**config.mk**
```make
export PLATFORM = sky130hd
export DESIGN_NAME = sec_min_timer_ctrl_flat
export DESIGN_NICKNAME = d
export VERILOG_FILES = /design/src/rtl/sec_min_timer_ctrl_if.sv /design/src/rtl/sec_min_timer_ctrl.sv /design/src/flat_wrapper.sv
export SDC_FILE = /design/constraint.sdc
export NUM_CORES = 1
export LEC_CHECK = 0
export BUFFER_PORTS_ARGS = -buffer_cell sky130_fd_sc_hd__buf_2
export CAP_MARGIN = 20
export CORE_ASPECT_RATIO = 0.8
export CORE_MARGIN = 2
export CORE_UTILIZATION = 55
export DETAILED_ROUTE_END_ITERATION = 10
export GPL_ROUTABILITY_DRIVEN = 0
export PLACE_DENSITY = 0.79
export SETUP_SLACK_MARGIN = 0.15
export SLEW_MARGIN = 10
export SYNTH_ARGS = -nofsm -noshare
export SYNTH_HDL_FRONTEND = slang
export SYNTH_SLANG_ARGS = --single-unit
```
**constraint.sdc**
```tcl
create_clock -name clk -period 2.71 [get_ports clk]
set_clock_uncertainty 0.05 [all_clocks]
set_input_delay 0.542 -clock clk [delete_from_list [all_inputs] [get_ports clk]]
set_output_delay 0.542 -clock clk [all_outputs]
set_load 0.05 [all_outputs]
```
**src/rtl/sec_min_timer_ctrl_if.sv**
```systemverilog
// Command and status bundle between the push-button decoder and the seconds/minutes timer controller.
interface sec_min_timer_ctrl_if;
    // Commands are plain levels sampled on every clk edge; no valid/ready handshake is involved.
    logic       start;
    logic       pause;
    logic       clear;
    logic       alarm_en;
    logic [5:0] alarm_min;
    logic [5:0] alarm_sec;
    logic [5:0] sec;
    logic [5:0] min;
    logic       tick;
    logic       wrap;
    logic       alarm;
    logic       running;
    logic [1:0] state;

    modport master (
        output start, pause, clear, alarm_en, alarm_min, alarm_sec,
        input  sec, min, tick, wrap, alarm, running, state
    );

    modport slave (
        input  start, pause, clear, alarm_en, alarm_min, alarm_sec,
        output sec, min, tick, wrap, alarm, running, state
    );
endinterface

```
**src/rtl/sec_min_timer_ctrl.sv**
```systemverilog
// Run/pause/clear controller for a cascaded seconds/minutes timer with alarm match and wrap flag.
module sec_min_timer_ctrl #(
    parameter int TICK_DIV = 6,
    parameter int SEC_MAX  = 59,
    parameter int MIN_MAX  = 59
) (
    input  logic                 clk,
    input  logic                 rst,
    sec_min_timer_ctrl_if.slave  bus
);
    localparam int PW = $clog2(TICK_DIV);

    typedef enum logic [1:0] {
        IDLE  = 2'd0,
        RUN   = 2'd1,
        PAUSE = 2'd2,
        DONE  = 2'd3
    } state_t;

    state_t        state_q, state_d;
    logic [PW-1:0] presc_q, presc_d;
    logic [5:0]    sec_q, sec_d, min_q, min_d;
    logic          tick_q, tick_d, wrap_q, wrap_d, alarm_q, alarm_d;
    logic [5:0]    sec_adv, min_adv;
    logic          wrap_adv, presc_last, alarm_hit;

    always_ff @(posedge clk or negedge rst) begin
        if (!rst) begin
            state_q <= IDLE;
            presc_q <= '0;
            sec_q   <= '0;
            min_q   <= '0;
            tick_q  <= 1'b0;
            wrap_q  <= 1'b0;
            alarm_q <= 1'b0;
        end else begin
            state_q <= state_d;
            presc_q <= presc_d;
            sec_q   <= sec_d;
            min_q   <= min_d;
            tick_q  <= tick_d;
            wrap_q  <= wrap_d;
            alarm_q <= alarm_d;
        end
    end

    // Post-advance time; the alarm compares against this, not the current value.
    always_comb begin
        sec_adv  = sec_q + 6'd1;
        min_adv  = min_q;
        wrap_adv = 1'b0;
        if (sec_q == 6'(SEC_MAX)) begin
            sec_adv = 6'd0;
            if (min_q == 6'(MIN_MAX)) begin
                min_adv  = 6'd0;
                wrap_adv = 1'b1;
            end else begin
                min_adv = min_q + 6'd1;
            end
        end
        presc_last = (presc_q == PW'(TICK_DIV - 1));
        alarm_hit  = bus.alarm_en && (sec_adv == bus.alarm_sec) && (min_adv == bus.alarm_min);
    end

    always_comb begin
        state_d = state_q;
        presc_d = presc_q;
        sec_d   = sec_q;
        min_d   = min_q;
        tick_d  = 1'b0;
        wrap_d  = 1'b0;
        alarm_d = alarm_q;
        if (bus.clear) begin
            state_d = IDLE;
            presc_d = '0;
            sec_d   = '0;
            min_d   = '0;
            alarm_d = 1'b0;
        end else begin
            case (state_q)
                IDLE: begin
                    if (bus.start) begin
                        state_d = RUN;
                        presc_d = '0;
                    end
                end
                RUN: begin
                    // start outranks pause, and start in RUN just keeps counting.
                    if (bus.pause && !bus.start) begin
                        state_d = PAUSE;
                    end else if (presc_last) begin
                        presc_d = '0;
                        sec_d   = sec_adv;
                        min_d   = min_adv;
                        tick_d  = 1'b1;
                        wrap_d  = wrap_adv;
                        if (alarm_hit) begin
                            state_d = DONE;
                            alarm_d = 1'b1;
                        end
                    end else begin
                        presc_d = presc_q + PW'(1);
                    end
                end
                PAUSE: begin
                    if (bus.start) state_d = RUN;
                end
                DONE: begin
                    if (bus.start) begin
                        state_d = RUN;
                        presc_d = '0;
                        alarm_d = 1'b0;
                    end
                end
                default: state_d = IDLE;
            endcase
        end
    end

    assign bus.sec     = sec_q;
    assign bus.min     = min_q;
    assign bus.tick    = tick_q;
    assign bus.wrap    = wrap_q;
    assign bus.alarm   = alarm_q;
    assign bus.state   = state_q;
    assign bus.running = (state_q == RUN);
endmodule

```
**src/flat_wrapper.sv**
```systemverilog
// flat-port wrapper written by rule: the top's interface ports become plain ports
module sec_min_timer_ctrl_flat 
#(
    parameter int TICK_DIV = 6,
    parameter int SEC_MAX  = 59,
    parameter int MIN_MAX  = 59
)
  (clk, rst, bus_start, bus_pause, bus_clear, bus_alarm_en, bus_alarm_min, bus_alarm_sec, bus_sec, bus_min, bus_tick, bus_wrap, bus_alarm, bus_running, bus_state);
  sec_min_timer_ctrl_if bus_i ();
  input  logic clk;
  input  logic rst;
  input wire logic [$bits(bus_i.start)-1:0] bus_start;
  input wire logic [$bits(bus_i.pause)-1:0] bus_pause;
  input wire logic [$bits(bus_i.clear)-1:0] bus_clear;
  input wire logic [$bits(bus_i.alarm_en)-1:0] bus_alarm_en;
  input wire logic [$bits(bus_i.alarm_min)-1:0] bus_alarm_min;
  input wire logic [$bits(bus_i.alarm_sec)-1:0] bus_alarm_sec;
  output wire logic [$bits(bus_i.sec)-1:0] bus_sec;
  output wire logic [$bits(bus_i.min)-1:0] bus_min;
  output wire logic [$bits(bus_i.tick)-1:0] bus_tick;
  output wire logic [$bits(bus_i.wrap)-1:0] bus_wrap;
  output wire logic [$bits(bus_i.alarm)-1:0] bus_alarm;
  output wire logic [$bits(bus_i.running)-1:0] bus_running;
  output wire logic [$bits(bus_i.state)-1:0] bus_state;
  assign bus_i.start = bus_start;
  assign bus_i.pause = bus_pause;
  assign bus_i.clear = bus_clear;
  assign bus_i.alarm_en = bus_alarm_en;
  assign bus_i.alarm_min = bus_alarm_min;
  assign bus_i.alarm_sec = bus_alarm_sec;
  assign bus_sec = bus_i.sec;
  assign bus_min = bus_i.min;
  assign bus_tick = bus_i.tick;
  assign bus_wrap = bus_i.wrap;
  assign bus_alarm = bus_i.alarm;
  assign bus_running = bus_i.running;
  assign bus_state = bus_i.state;
  sec_min_timer_ctrl #(.TICK_DIV(TICK_DIV), .SEC_MAX(SEC_MAX), .MIN_MAX(MIN_MAX)) u_core (.clk(clk), .rst(rst), .bus(bus_i));
endmodule
```
==> impl_metrics.env, run 1 <==
export IMPL_p_sw_frac=0.2722
export IMPL_syn_area_um2=1727
export IMPL_timing_rr_start="u_core.bus.min[1]$_DFFE_PN0P_"
export IMPL_num_antenna_cells=0
export IMPL_fin_crit_sh=0.9071
export IMPL_ios=36
export IMPL_endpoint_kind="register"
export IMPL_pre_cts_slack_ps=250.1
export IMPL_ys_seq_elements=20
export IMPL_intPower_mw=0.4486
export IMPL_power_net_switching_mw=0.1678
export IMPL_grt_antenna_before_repair=0
export IMPL_cts_max_path_buffers=2
export IMPL_core_area_um2=3040
export IMPL_leakage_nw=0.8549
export IMPL_tns_ps=0
export IMPL_synthDistinctLibCells=62
export IMPL_final_nets=260
export IMPL_clock_tree_root_cell="clkbuf_8"
export IMPL_avgSynthCellArea_um2=8.301
export IMPL_crit_fanout=6
export IMPL_routed_via_density=6.260
export IMPL_ff2ff_path_depth=7
export IMPL_numCtsBuffers=3
export IMPL_die_w_um=66.65
export IMPL_first_global_vias=1515
export IMPL_cts_tree="built"
export IMPL_die_area_um2=3606
export IMPL_synth_warnings=0
export IMPL_p_comb_frac=0.173
export IMPL_seqPwrFrac=0.502
export IMPL_first_iter_violations=135
export IMPL_min_period_ps=2458
export IMPL_rsz0062_at_grt="no"
export IMPL_clkTransAtPathRegs_ps=70
export IMPL_io_buffers=35
export IMPL_clock_latency_ps=260
export IMPL_hp_class="input pin to async pin"
export IMPL_cp_slowest_cell="or4_4"
export IMPL_clkPwrFrac=0.325
export IMPL_wl_per_cell_um=15.95
export IMPL_path_cells="ha_2, nand4_1, o31a_1, o211ai_2, o221ai_2, or4_4, a311oi_2"
export IMPL_yosys_most_used_dff="dfrtp_1"
export IMPL_vdd_ir_drop_max_mv=0.2892
export IMPL_p_per_area_nw_per_um2=310.4
export IMPL_cts_sinks=20
export IMPL_r2r_end="u_core.bus.state[0]$_DFFE_PN0P_"
export IMPL_finalHoldViolations=0
export IMPL_first_pass_iters=4
export IMPL_drv_slew=0
export IMPL_critical_path_top_delay_family="compound AO/OA/AOI/OAI gates"
export IMPL_grt_ovfl_total=0
export IMPL_holdBufCountCts=0
export IMPL_die_h_um=54.12
export IMPL_cp_depth=7
export IMPL_synth_cells=208
export IMPL_initial_core_util=0.5679
export IMPL_track_usage=0.2754
export IMPL_synth_async_reset_ratio=1.000
export IMPL_drv_cap=0
export IMPL_grt_max_degree=21
export IMPL_synth_edf_count=0
export IMPL_critPathArrivalTime_ps=2580
export IMPL_reg2reg_slack_ps=250
export IMPL_vias=1734
export IMPL_path_class="register to register"
export IMPL_required_ps=2830
export IMPL_drive_above_1_share=0.2700
export IMPL_seq_area_frac_synth=0.2899
export IMPL_areaGrowthSynthToFinish_pct=15.00
export IMPL_grt_pass1_wl_um=7334
export IMPL_h_tree_depth=1
export IMPL_num_rows=18
export IMPL_tightest_slew_ps=590.8
export IMPL_cp_buffers_inverters=0
export IMPL_drc=0
export IMPL_hpwl_um=3183
export IMPL_hold_slack_ps=180.3
export IMPL_final_cells=277
export IMPL_wirelength_um=4419
export IMPL_relSlewSlack=0.6061
export IMPL_ant_nets=0
export IMPL_place_inst=272
export IMPL_start_kind="register"
export IMPL_status="completed"
export IMPL_synth_fp_nets=230
export IMPL_setup_viol=0
export IMPL_critPathMaxStageDelay_ps=540
export IMPL_max_freq_mhz=406.8
export IMPL_fin_ws_ps=251.8
==> cell usage in the layout, fill, tap and decap left out, types with 3 or more instances in the layout <==
| cell | n |
|---|---|
| nand2_1 | 15 |
| xor2_1 | 3 |
| nor4_1 | 3 |
| dfrtp_1 | 14 |
| a21oi_1 | 14 |
| o21ai_0 | 4 |
| dfrtp_2 | 6 |
| o211ai_1 | 3 |
| nor2_1 | 19 |
| xnor2_1 | 8 |
| nand2b_1 | 4 |
| nand3_1 | 9 |
| clkbuf_8 | 3 |
| nor3_1 | 9 |
| buf_4 | 5 |
| and3_1 | 4 |
| nand4_1 | 8 |
| o31a_1 | 3 |
| and2_1 | 3 |
| inv_1 | 8 |
| buf_2 | 35 |
==> cells by family after synthesis <==
group,after synthesis,share of synthesized area
multiplexers,3,0.01884
flip-flops,20,0.2899
buffers and inverters,23,0.07028
AO/OA/AOI/OAI,55,0.2457
AND/OR/NAND/NOR,92,0.2906
adder cells (fa/ha/maj),4,0.02899
XOR/XNOR,11,0.05580
==> worst reg2reg max path: stages (launching register included) <==
cell and delay (ps):
dfrtp_2 430, ha_2 270, nand4_1 160, o31a_1 330
o211ai_2 180, o221ai_2 140, or4_4 540, a311oi_2 260
==> power by group through the flow <==
stage          sequential [mW]  clock (mW)  combinational, mW
2_1_floorplan            0.322           0             0.0618
3_3_place_gp             0.315           0              0.105
3_5_place_dp             0.315           0              0.106
4_1_cts                  0.309       0.210              0.107
5_1_grt                  0.311       0.221              0.121
6_report                 0.310       0.200              0.107
==> flip-flops by register name, summed over array words and instances, names as in the netlist <==
signal / count
u_core.bus.sec: 6
u_core.bus.min: 6
u_core.bus.alarm: 1
u_core.bus.state: 2
u_core.bus.wrap: 1
u_core.presc_q: 3
u_core.bus.tick: 1
==> stage by stage <==
step,area (um^2),power [mW],utilization
floorplan,1752,0.3843,-
global placement,1916,0.4202,0.6300
detailed placement,1916,0.4215,0.6300
CTS,1961,0.6260,0.6449
global route,1986,0.6530,0.6531
finish,1986,0.6164,0.6531
==> Yosys cell counts, types with 2 or more instances <==
library cell / number / area (um^2)
buf_6: 3 / 33.78
o2111ai_1: 2 / 17.52
nand4_1: 8 / 50.05
and3b_1: 2 / 17.52
nand2b_1: 5 / 31.28
a31oi_1: 2 / 12.51
xor2_1: 3 / 26.28
a311oi_1: 2 / 17.52
ha_1: 4 / 50.05
buf_2: 3 / 15.01
nand4b_1: 2 / 17.52
a21boi_0: 2 / 15.01
nor2_1: 19 / 71.32
xnor2_1: 8 / 70.07
nor3_1: 9 / 45.04
o21ai_0: 4 / 20.02
nand2_1: 15 / 56.30
a211o_1: 2 / 17.52
a21oi_1: 14 / 70.07
inv_1: 8 / 30.03
and2_1: 3 / 18.77
a211oi_1: 2 / 15.01
nand3b_1: 2 / 15.01
dfrtp_1: 20 / 500.5
and3_1: 4 / 25.02
nor2b_1: 2 / 12.51
clkbuf_1: 5 / 18.77
o31a_1: 3 / 26.28
o311ai_0: 2 / 17.52
buf_4: 2 / 15.01
nand3_1: 9 / 45.04
nor4_1: 5 / 31.28
o211ai_1: 3 / 22.52
==> layer usage <==
| layer | vias up | routed length (um) | global-route usage |
|---|---|---|---|
| li1 | 844 | - | - |
| met1 | 793 | 2076 | 0.4121 |
| met2 | 89 | 1848 | 0.4017 |
| met3 | 8 | 435 | 0.05439 |
| met4 | 0 | 59 | 0.07483 |
| met5 | - | 0 | 0 |
==> worst max-delay path by stage <==
stage | slack, ps | endpoint | from
4_1_cts | 230 | u_core.bus.state[0]$_DFFE_PN0P_ | u_core.bus.min[0]$_DFFE_PN0P_
3_5_place_dp | 250 | u_core.bus.state[0]$_DFFE_PN0P_ | u_core.bus.min[0]$_DFFE_PN0P_
5_1_grt | 140 | u_core.bus.state[0]$_DFFE_PN0P_ | u_core.bus.sec[0]$_DFFE_PN0P_
3_3_place_gp | 250 | u_core.bus.state[0]$_DFFE_PN0P_ | u_core.bus.min[0]$_DFFE_PN0P_
6_report | 250 | u_core.bus.state[0]$_DFFE_PN0P_ | u_core.bus.min[1]$_DFFE_PN0P_
2_1_floorplan | 150 | u_core.bus.state[0]$_DFFE_PN0P_ | u_core.bus.sec[3]$_DFFE_PN0P_
==> final cells by class <==
cell class / count / area [um^2]
timing repair buffer: 40 / 212.7
tap: 40 / 50.05
multi-input combinational: 165 / 1140
sequential: 20 / 508.0
fill: 264 / 1055
clock buffer: 4 / 45.04
inverter: 8 / 30.03
==> timing repair <==
action,CTS,global route
gates resized for setup,0,5
setup buffers,0,1
setup endpoints to repair,0,3
(Power assumes the default switching activity.)
==> run 2, diff against run 1 <==
--- a/config.mk
+++ b/config.mk
@@ -13,6 +13,7 @@
 export DETAILED_ROUTE_END_ITERATION = 10
 export GPL_ROUTABILITY_DRIVEN = 0
 export PLACE_DENSITY = 0.79
+export RECOVER_POWER = 100
 export SETUP_SLACK_MARGIN = 0.15
 export SLEW_MARGIN = 10
 export SYNTH_ARGS = -nofsm -noshare
==> impl_metrics.env, run 2 (synthesis gave the netlist of run 1 again) <==
export IMPL_vias=1733
export IMPL_path_cells="nand3_1, a211o_1, a221o_1, or4_4, a311oi_2"
export IMPL_initial_core_util=0.5679
export IMPL_pre_cts_slack_ps=250.1
export IMPL_setup_viol=0
export IMPL_drive_above_1_share=0.1899
export IMPL_ff2ff_path_depth=5
export IMPL_critPathMaxStageDelay_ps=560
export IMPL_first_iter_violations=184
export IMPL_first_pass_iters=4
export IMPL_crit_fanout=9
export IMPL_status="completed"
export IMPL_h_tree_depth=1
export IMPL_cp_slowest_cell="or4_4"
export IMPL_leakage_nw=0.7746
export IMPL_endpoint_kind="register"
export IMPL_required_ps=2830
export IMPL_fin_ws_ps=247.6
export IMPL_p_sw_frac=0.2750
export IMPL_intPower_mw=0.4472
export IMPL_num_rows=18
export IMPL_tightest_slew_ps=1119
export IMPL_mostFrequentLayoutCell="clkbuf_1"
export IMPL_start_kind="register"
export IMPL_fin_crit_sh=0.9086
export IMPL_relSlewSlack=0.2539
export IMPL_num_antenna_cells=0
export IMPL_multi_input_area_um2=1140
export IMPL_first_global_vias=1515
export IMPL_clock_latency_ps=260
export IMPL_cts_max_path_buffers=2
export IMPL_io_buffers=35
export IMPL_min_period_ps=2462
export IMPL_clkTransAtPathRegs_ps=70
export IMPL_seqPwrFrac=0.502
export IMPL_wirelength_um=4389
export IMPL_cts_tree="built"
export IMPL_grt_max_degree=21
export IMPL_drv_cap=0
export IMPL_wl_per_cell_um=15.84
export IMPL_power_net_switching_mw=0.1696
export IMPL_path_class="register to register"
export IMPL_grt_ovfl_total=0
export IMPL_areaGrowthSynthToFinish_pct=13.62
export IMPL_clkPwrFrac=0.327
export IMPL_grt_pass1_wl_um=7334
export IMPL_routed_via_density=6.256
export IMPL_finalHoldViolations=0
export IMPL_die_h_um=54.12
export IMPL_clock_tree_root_cell="clkbuf_8"
export IMPL_hold_slack_ps=425.8
export IMPL_power_mw=0.6168
export IMPL_hp_class="input pin to async pin"
export IMPL_timing_rr_start="u_core.bus.sec[2]$_DFFE_PN0P_"
export IMPL_ios=36
export IMPL_final_nets=260
export IMPL_worstSetupStartpoint="u_core.bus.sec[2]$_DFFE_PN0P_"
export IMPL_core_area_um2=3040
export IMPL_critPathArrivalTime_ps=2580
export IMPL_track_usage=0.2754
export IMPL_die_w_um=66.65
export IMPL_p_per_area_nw_per_um2=314.4
export IMPL_final_cell_mix="clkbuf_1 (20), nor2_1 (19), buf_2 (16)"
export IMPL_drv_slew=0
export IMPL_p_comb_frac=0.171
export IMPL_ant_nets=0
export IMPL_seqCellArea_um2=508.0
export IMPL_vdd_ir_drop_max_mv=0.2916
export IMPL_rsz0062_at_grt="no"
export IMPL_tns_ps=0
export IMPL_numCtsBuffers=3
export IMPL_drc=0
export IMPL_die_area_um2=3606
export IMPL_grt_antenna_before_repair=0
export IMPL_n_fill_cell=280
export IMPL_max_freq_mhz=406.1
export IMPL_cts_sinks=20
export IMPL_hpwl_um=3183
-- run 2: cell count changes in the layout (fill, tap and decap cells not counted) --
cell,delta
buf_2,-19
clkbuf_1,+19
-- run 2: final timing paths --
kind / end / slack [ps]
worst max-delay path: u_core.bus.state[0]$_DFFE_PN0P_ / 250
worst min-delay path: u_core.bus.min[3]$_DFFE_PN0P_ / 430
worst max register to register: u_core.bus.state[0]$_DFFE_PN0P_ / 250
worst min register to register: u_core.presc_q[2]$_DFFE_PN0P_ / 470
max in group asynchronous: u_core.bus.min[1]$_DFFE_PN0P_ / 1440
min in group clk: u_core.presc_q[2]$_DFFE_PN0P_ / 470
-- run 2: per-stage QoR --
stage          std cells  utilization  cell area [um^2]
2_1_floorplan        208            -              1752
3_3_place_gp         272       0.6300              1916
3_5_place_dp         272       0.6300              1916
4_1_cts              276       0.6449              1961
5_1_grt              277       0.6453              1962
6_report             277       0.6453              1962
-- run 2: worst max-delay path: cells and delay by family (launching register included) --
family | cells | cell delay (ps)
flops | 1 | 500
compound gates | 3 | 980
simple gates | 2 | 850
-- run 2: power groups by stage --
stage / Combinational [mW] / Clock, mW / Sequential, mW
2_1_floorplan: 0.0618 / 0 / 0.322
3_5_place_dp: 0.106 / 0 / 0.315
6_report: 0.105 / 0.202 / 0.310
3_3_place_gp: 0.105 / 0 / 0.315
4_1_cts: 0.107 / 0.210 / 0.309
5_1_grt: 0.120 / 0.221 / 0.311
-- run 2: per-layer routing --
metal,up-vias,GRT usage,share of wire
li1,842,-,-
met1,794,0.4121,0.47
met2,91,0.4017,0.42
met3,6,0.05439,0.10
met4,0,0.07483,0.011
met5,-,0,0
-- run 2: timing repair --
item,in CTS,in global routing
hold buffers,0,0
buffers inserted,0,1
setup endpoints to repair,0,3
gates resized for setup,0,5
-- run 2: layout make-up --
type	count	share of cell area
clock buffer	4	0.02296
inverter	8	0.01531
multi-input combinational	165	0.5810
sequential	20	0.2589
tap	40	0.02551
timing repair buffer	40	0.09630
==> run 3, diff against run 2 <==
==> constraint.sdc (replaced) <==
create_clock -name clk -period 2.9 [get_ports clk]
set_clock_uncertainty 0.05 [all_clocks]
set_input_delay 0.58 -clock clk [delete_from_list [all_inputs] [get_ports clk]]
set_output_delay 0.58 -clock clk [all_outputs]
set_load 0.05 [all_outputs]
==> impl_metrics.env, run 3 (synthesis gave the netlist of run 1 again) <==
export IMPL_routed_via_density=6.171
export IMPL_cts_sinks=20
export IMPL_die_w_um=66.65
export IMPL_endpoint="u_core.bus.state[0]$_DFFE_PN0P_"
export IMPL_die_h_um=54.12
export IMPL_core_area_um2=3040
export IMPL_areaGrowthSynthToFinish_pct=11.67
export IMPL_leakage_nw=0.7779
export IMPL_cp_buffers_inverters=0
export IMPL_critical_path_top_delay_family="simple AND/OR/NAND/NOR gates"
export IMPL_path_cells="ha_1, nand2b_1, a2111oi_0, nor4_1, nand4_1, or4_1, a311oi_1"
export IMPL_tightest_slew_ps=1064
export IMPL_pre_cts_slack_ps=120.5
export IMPL_grt_pass1_wl_um=7272
export IMPL_first_iter_violations=163
export IMPL_first_global_vias=1522
export IMPL_ios=36
export IMPL_holdBufCountCts=0
export IMPL_final_util=0.6342
export IMPL_hp_class="input pin to async pin"
export IMPL_start_kind="register"
export IMPL_crit_fanout=11
export IMPL_final_cell_mix="clkbuf_1 (20), nor2_1 (19), dfrtp_1 (18)"
export IMPL_clock_latency_ps=260
export IMPL_finalHoldViolations=0
export IMPL_status="completed"
export IMPL_max_freq_mhz=373.5
export IMPL_vdd_ir_drop_max_mv=0.2168
export IMPL_final_nets=258
export IMPL_critPathMaxStageDelay_ps=510
export IMPL_cp_slowest_cell="or4_1"
export IMPL_n_fill_cell=293
export IMPL_drv_cap=0
export IMPL_cts_max_path_buffers=2
export IMPL_multi_input_area_um2=1104
export IMPL_fin_ws_ps=222.3
export IMPL_track_usage=0.2711
export IMPL_postPlaceCellArea_um2=1878
export IMPL_ff2ff_path_depth=7
export IMPL_num_rows=18
export IMPL_final_area_um2=1928
export IMPL_drv_slew=0
export IMPL_initial_core_util=0.5679
export IMPL_tns_ps=0
export IMPL_wl_per_cell_um=16.00
export IMPL_h_tree_depth=1
export IMPL_critPathArrivalTime_ps=2790
export IMPL_wirelength_um=4399
export IMPL_setup_viol=0
export IMPL_worstSetupStartpoint="u_core.bus.min[0]$_DFFE_PN0P_"
export IMPL_num_antenna_cells=0
export IMPL_grt_antenna_before_repair=0
export IMPL_clock_tree_root_cell="clkbuf_8"
export IMPL_grt_max_degree=21
export IMPL_mostFrequentLayoutCell="clkbuf_1"
export IMPL_relSlewSlack=0.2905
export IMPL_drive_above_1_share=0.1447
export IMPL_vias=1697
export IMPL_p_per_area_nw_per_um2=346.0
export IMPL_min_period_ps=2678
export IMPL_die_area_um2=3606
export IMPL_reg2reg_slack_ps=220
export IMPL_endpoint_kind="register"
export IMPL_cp_depth=7
export IMPL_numCtsBuffers=3
export IMPL_cts_tree="built"
export IMPL_ant_nets=0
export IMPL_r2r_end="u_core.bus.state[0]$_DFFE_PN0P_"
export IMPL_clkTransAtPathRegs_ps=70
export IMPL_timing_rr_start="u_core.bus.min[0]$_DFFE_PN0P_"
export IMPL_seqCellArea_um2=503.0
export IMPL_io_buffers=35
export IMPL_rsz0062_at_grt="no"
export IMPL_first_pass_iters=5
export IMPL_fin_crit_sh=0.9234
export IMPL_required_ps=3010
export IMPL_grt_ovfl_total=0
export IMPL_path_class="register to register"
export IMPL_hpwl_um=3212
export IMPL_drc=0
## run 3: per-layer routing
| metal | vias up | wire length (um) | GRT usage |
|---|---|---|---|
| li1 | 834 | - | - |
| met1 | 779 | 2055 | 0.3861 |
| met2 | 76 | 1931 | 0.4267 |
| met3 | 8 | 359 | 0.06276 |
| met4 | 0 | 52 | 0.04762 |
| met5 | - | 0 | 0 |
## run 3: metrics by stage
stage          instances  total power [mW]  hold WS [ps]
6_report             275            0.6671         434.6
4_1_cts              274            0.6711         222.0
3_5_place_dp         270            0.3939         461.1
2_1_floorplan        208            0.3591         234.4
5_1_grt              275            0.6961         509.1
3_3_place_gp         270            0.3924         447.4
## run 3: how the worst min path moves through the flow
stage	slack, ps	from	endpoint
6_report	430	rst	u_core.presc_q[1]$_DFFE_PN0P_
5_1_grt	510	u_core.presc_q[2]$_DFFE_PN0P_	u_core.presc_q[2]$_DFFE_PN0P_
4_1_cts	220	rst	u_core.presc_q[1]$_DFFE_PN0P_
3_5_place_dp	460	u_core.presc_q[1]$_DFFE_PN0P_	u_core.presc_q[1]$_DFFE_PN0P_
3_3_place_gp	450	u_core.presc_q[1]$_DFFE_PN0P_	u_core.presc_q[1]$_DFFE_PN0P_
2_1_floorplan	230	rst	u_core.bus.alarm$_DFFE_PN0P_
## run 3: layout make-up
type | count | area share
clock buffer | 3 | 0.02141
multi-input combinational | 165 | 0.5724
inverter | 8 | 0.01557
tap | 40 | 0.02596
clock inverter | 1 | 0.01557
timing repair buffer | 38 | 0.08825
sequential | 20 | 0.2609
## run 3: what timing repair did
action	CTS	global route
cloned	0	0
setup buffers	0	1
hold endpoints to repair	0	0
pin swaps	0	1
endpoints found under the setup margin	2	3
resized for setup	1	2
## run 3: power by group
group          total (mW)  internal (mW)  switching, mW
registers           0.289          0.283        0.00581
clock network       0.281          0.184         0.0962
logic              0.0972         0.0359         0.0614
